[src/rtl/mic_frame_writer.sv]
// mic_frame_writer: captures one frame of DEPTH streamed samples into a
// single-port RAM write interface. start arms a capture, abort cancels it,
// frame_done pulses once the last sample's write is presented to the RAM.
// DEPTH must equal 2**AW so the address counter covers the frame exactly.
module mic_frame_writer #(
  parameter int DW    = 16,
  parameter int AW    = 9,
  parameter int DEPTH = 512
) (
  input  logic          clk,
  input  logic          rst_n,
  input  logic          start,
  input  logic          abort,
  input  logic          s_valid,
  input  logic [DW-1:0] s_data,
  output logic          s_ready,
  output logic          ram_cea,
  output logic [AW-1:0] ram_ada,
  output logic [DW-1:0] ram_din,
  output logic          busy,
  output logic          frame_done,
  output logic [AW:0]   wr_count,
  output logic          overrun
);

  typedef enum logic [1:0] {
    ST_IDLE    = 2'd0,
    ST_CAPTURE = 2'd1,
    ST_DONE    = 2'd2
  } state_t;

  // wr_count value at which the next acceptance is the last of the frame
  localparam logic [AW:0] LAST_IDX = (AW+1)'(DEPTH - 1);

  state_t        r_state;
  state_t        w_state_nxt;
  logic          r_ram_cea;
  logic [AW-1:0] r_ram_ada;
  logic [DW-1:0] r_ram_din;
  logic [AW:0]   r_wr_count;
  logic          r_overrun;

  logic          w_ready;
  logic          w_accept;
  logic          w_last;
  logic          w_enter_cap;

  assign w_ready     = (r_state == ST_CAPTURE);
  assign w_accept    = s_valid & w_ready;
  assign w_last      = w_accept && (r_wr_count == LAST_IDX);
  assign w_enter_cap = (r_state == ST_IDLE) && start && !abort;

  // State register
  // NOTE: registers use non-blocking (<=) so every flop samples pre-edge values;
  // blocking assignments here would create order-dependent simulation races.
  always_ff @(posedge clk or negedge rst_n) begin
    if (!rst_n) begin
      r_state <= ST_IDLE;
    end else begin
      r_state <= w_state_nxt;
    end
  end

  // Next-state logic: abort beats completion; DONE always lasts one cycle
  // NOTE: the default assignment first keeps every path assigned, so no latch is inferred.
  always_comb begin
    w_state_nxt = r_state;
    unique case (r_state)
      ST_IDLE: begin
        if (start && !abort) w_state_nxt = ST_CAPTURE;
      end
      ST_CAPTURE: begin
        if (abort)       w_state_nxt = ST_IDLE;
        else if (w_last) w_state_nxt = ST_DONE;
      end
      ST_DONE: begin
        w_state_nxt = ST_IDLE;
      end
      default: begin
        w_state_nxt = ST_IDLE;
      end
    endcase
  end

  // State-decoded outputs
  always_comb begin
    s_ready    = 1'b0;
    busy       = 1'b0;
    frame_done = 1'b0;
    unique case (r_state)
      ST_CAPTURE: begin
        s_ready = 1'b1;
        busy    = 1'b1;
      end
      ST_DONE: begin
        busy       = 1'b1;
        frame_done = 1'b1;
      end
      default: begin
        s_ready    = 1'b0;
      end
    endcase
  end

  // RAM write port: one registered write per accepted sample; address/data hold otherwise
  always_ff @(posedge clk or negedge rst_n) begin
    if (!rst_n) begin
      r_ram_cea <= 1'b0;
      r_ram_ada <= '0;
      r_ram_din <= '0;
    end else begin
      r_ram_cea <= w_accept;
      if (w_accept) begin
        r_ram_ada <= r_wr_count[AW-1:0];
        r_ram_din <= s_data;
      end
    end
  end

  // Frame progress and sticky overrun; entering CAPTURE clears both
  always_ff @(posedge clk or negedge rst_n) begin
    if (!rst_n) begin
      r_wr_count <= '0;
      r_overrun  <= 1'b0;
    end else begin
      if (w_enter_cap) begin
        r_wr_count <= '0;
        r_overrun  <= 1'b0;
      end else begin
        if (w_accept)            r_wr_count <= r_wr_count + 1'b1;
        if (s_valid && !w_ready) r_overrun  <= 1'b1;
      end
    end
  end

  assign ram_cea  = r_ram_cea;
  assign ram_ada  = r_ram_ada;
  assign ram_din  = r_ram_din;
  assign wr_count = r_wr_count;
  assign overrun  = r_overrun;

endmodule

[config.mk]
export PLATFORM = sky130hd
export DESIGN_NAME = mic_frame_writer
export DESIGN_NICKNAME = d
export VERILOG_FILES = /design/src/rtl/mic_frame_writer.sv
export SDC_FILE = /design/constraint.sdc
export NUM_CORES = 1
export LEC_CHECK = 0
export BUFFER_PORTS_ARGS = -buffer_cell sky130_fd_sc_hd__buf_2
export CAP_MARGIN = 30
export CELL_PAD_IN_SITES_DETAIL_PLACEMENT = 0
export CELL_PAD_IN_SITES_GLOBAL_PLACEMENT = 1
export CORE_ASPECT_RATIO = 0.5
export CORE_MARGIN = 4
export CORE_UTILIZATION = 38
export CTS_CLUSTER_SIZE = 10
export DETAILED_ROUTE_END_ITERATION = 12
export GPL_TIMING_DRIVEN = 1
export MAX_ROUTING_LAYER = met4
export PLACE_DENSITY_LB_ADDON = 0.1
export RECOVER_POWER = 50
export SKIP_CTS_REPAIR_TIMING = 1
export SLEW_MARGIN = 25
export SYNTH_ARGS = -nofsm -noshare
export SYNTH_HDL_FRONTEND = slang
export SYNTH_SLANG_ARGS = --single-unit
[constraint.sdc]
create_clock -name clk -period 5.54 [get_ports clk]
set_clock_uncertainty 0.15 [all_clocks]
set_input_delay 0.831 -clock clk [delete_from_list [all_inputs] [get_ports clk]]
set_output_delay 0.831 -clock clk [all_outputs]
set_load 0.03 [all_outputs]
==> summary.md <==
| Metric | Value |
|---|---|
| Outcome | `completed` |
| Total nets after synthesis | `203` |
| Maximum resistive drop on vdd | `0.2394 mV` |
| Proportion of netlist area held by the largest area contributor | `59.27%` |
| Worst r2r src | `r_state[1]` |
| Critical R2R Capture | `wr_count[5]` |
| Cell area after synthesis | `0.001647 sq mm` |
| Number of levels the H-tree was split into | `2` |
| Initial antenna violation count | `0` |
| Number of different library cells in the post-synthesis netlist | `22` |
| Clock sink total | `39` |
| Syn Area/Cell | `9.303 sq um` |
| Final wirelength | `3.706 mm` |
| Critical path capture point type | `flip-flop` |
| Count of unresolved DRC violations after routing | `0` |
| TritonCTS Buffers | `5` |
| Most instantiated cells after synthesis | `nand2_1, dfrtp_1, nor2_1` |
| Post-route ant nets | `0` |
| Total count of max-transition violations in the final report | `0` |
| Final period demand of the worst path | `2.666 ns` |
| Horizontal die dimension | `101.1 um` |
| Total iterations of the first detailed-routing run | `4` |
| Register area share after synthesis | `59.27%` |
| Arrival time reported for the critical path endpoint | `roughly 2.7 ns` |
| Class of the most critical setup path | `flip-flop to flip-flop` |
| Total number of nets in the final design | `267` |
| Overflow after GRT | `0` |
| Post-synthesis register bit count | `39` |
| Power share of the combinational group | `40.2%` |
| Max capacitance violation total | `0` |
| Post-detail-place hpwl | `approximately 2.5 mm` |
| Register-to-Register Setup Slack | `2.87 ns` |
| Most instantiated flip-flop cell in the synthesis netlist | `dfrtp_1` |
| Count of endpoints failing setup in the final report | `0` |
| WL/cell | `12.52 um` |
| Number of diodes | `0` |
| Fin area | `0.002106 sq mm` |
| Required time reported for the critical path endpoint | `5.55 ns` |
| Internal | `0.6362 mW` |
| Post-Place Setup Slack | `2.672 ns` |
| Most frequent cell after synthesis | `nand2_1` |
| End point of the critical path | `wr_count[5]` |
| Global-route wire length before repair | `6.189 mm` |
| Total number of placement rows | `16` |
| Switching power total | `0.4881 mW` |
| Clk slew on worst S/H paths | `0.07 ns` |
| Transition at the pin with the smallest max-transition slack | `~1.3 ns` |
| Fraction of synthesis flops using an asynchronous set or reset pin | `100.0%` |
| Total power after layout | `1.124 mW` |
| Largest area contributor in the netlist | `dfrtp_1` |
| Crit path launch type | `flip-flop` |
| Share of power burned in the clock network | `21.6%` |
| Area of the die | `0.005514 sq mm` |
| Detailed-route via count | `1363` |
| Classification of the worst-slack hold path | `flip-flop to flip-flop` |
| Leakage component of the power | `1.148 nW` |
| Setup_tns | `0 ns` |
| Share of the core filled with cells in the final layout | `52.07%` |
| Clock tree from TritonCTS | `yes` |
| First DRT Iteration DRCs | `58` |
| Pwr Density | `533.9 mW/mm^2` |
| Gp weighted congestion | `0.6968` |
| Yosys warning count | `0` |
| Crit Path Max Fanout | `28` |
| Worst relative slew slack | `about 15%` |
| Switching share of power | `43.42%` |
| Cell at the root of the clock tree | `clkbuf_8` |
| Largest net degree at the start of global routing | `40` |
| Largest cells by area after synthesis | `dfrtp_1, nand2_1, ha_1, xor2_1, a21oi_1` |
| Final worst setup slack | `between 2 and 3 ns` |
| Fraction of final layout cells sized beyond drive strength 1 | `roughly 22%` |
| Cells on worst reg2reg path | `7` |
| Final hold violations | `0` |
| Initial cell density of the core | `40.72%` |
| Floorplan core area | `0.004044 sq mm` |
| Area grow syn2layout | `27.89%` |
| Worst setup path startpoint | `r_state[1]` |
| Number of instances in the synthesized netlist | `approximately 180` |
| Insertion delay of the later-clocked pin in the worst-skew pair | `between 0.2 and 0.3 ns` |
| Achievable frequency | `around 380 MHz` |
| Sequential power share | `38.2%` |
| Vias per cell | `around 4.6` |
| Die Height | `54.55 um` |
| Count of boundary I/O pins | `61` |
| Area of placed instances | `0.001996 sq mm` |
| Overall track demand over capacity in global routing | `between 10% and 20%` |
| Via count of the first global-routing pass | `1303` |
| Number of flops mapped to enable cells by yosys | `0` |
| Number of port buffers | `60` |
| Period Utilization, post-route | `48.12%` |
| Unrepaired setup endpoints after global routing | `false` |
| Clock buffer depth | `2` |
-- power groups by stage --
stage	Clock (mW)	Sequential [mW]	Combinational, mW
final	0.243	0.429	0.452
after global routing	0.270	0.444	0.500
after CTS	0.254	0.429	0.467
after detailed placement	0	0.431	0.466
after global placement	0	0.433	0.459
after floorplan	0	0.596	0.161
-- how the worst min path moves through the flow --
stage           startpoint           to  slack [ns]  depth (start not counted)
2_1_floorplan   r_state[0]   r_state[0]        0.34                          1
3_3_place_gp    ram_din[4]   ram_din[4]        0.31                          2
3_5_place_dp   ram_din[15]  ram_din[15]        0.31                          2
4_1_cts        ram_din[15]  ram_din[15]        0.33                          2
5_1_grt         ram_ada[3]   ram_ada[3]        0.35                          2
6_report       ram_din[15]  ram_din[15]        0.33                          2
-- through the flow --
stage          hold slack [ns]  instances
6_report                0.3262        296
4_1_cts                 0.3257        294
5_1_grt                 0.3470        296
3_3_place_gp            0.3060        286
2_1_floorplan           0.3435        177
3_5_place_dp            0.3070        286
-- critical path: stages, from the launching register on --
cell and delay (ns):
dfrtp_1 0.38, inv_1 0.08, ha_1 0.25, nand2_1 0.72, inv_1 0.49, nand3_1 0.23, xor2_1 0.17, nor2_1 0.05
-- state kept, by name (all words and copies together) (netlist names) --
signal and count:
overrun 1, ram_cea 1, ram_ada 9, r_state 2, ram_din 16, wr_count 10
-- cell families (layout without fill, tap and decap cells) --
logic type               after synthesis  after routing  share of synthesized area [%]
AO/OA/AOI/OAI                         10             10                          3.039
AND/OR/NAND/NOR                      104            104                          26.75
multiplexers                           1              1                         0.6838
adder cells (fa/ha/maj)                5              5                          3.799
flip-flops                            39             39                          59.27
buffers and inverters                 11             76                          2.735
XOR/XNOR                               7              7                          3.723
-- layout by cell type, fill, tap and decap left out --
cell type	Yosys	routed
nand2_1	79	80
buf_2	3	44
dfrtp_1	39	39
clkbuf_1	3	18
nor2_1	8	8
a21oi_1	6	6
clkbuf_8	0	6
inv_1	5	5
xor2_1	5	5
ha_1	5	5
nand4_1	4	4
nand3_1	4	4
o21ai_0	3	3
xnor2_1	2	2
and4_1	2	2
or3_1	2	2
nor3b_1	1	1
or2b_1	1	1
nor4_2	1	1
o21ai_1	1	1
mux2_1	1	1
nor3_1	1	1
clkinv_2	0	1
bufinv_16	0	1
buf_8	0	1
-- metal layers --
metal	wire length (um)	vias to the layer above	share of wire, %	GRT usage, %
met4	48	0	1.3	5.960
met1	1759	629	47	18.81
li1	-	687	-	-
met5	0	-	0	-
met2	1648	38	44	24.03
met3	249	9	6.7	4.962
-- final cells by class --
cell class | count | area, sq um
Fill cell | 413 | 1938
Clock inverter | 2 | 35.03
Clock buffer | 6 | 82.58
Timing Repair Buffer | 63 | 302.8
Tap cell | 54 | 67.56
Inverter | 5 | 18.77
Sequential cell | 39 | 975.9
Multi-Input combinational cell | 127 | 623.1
Power figures use the tool's default switching activity.
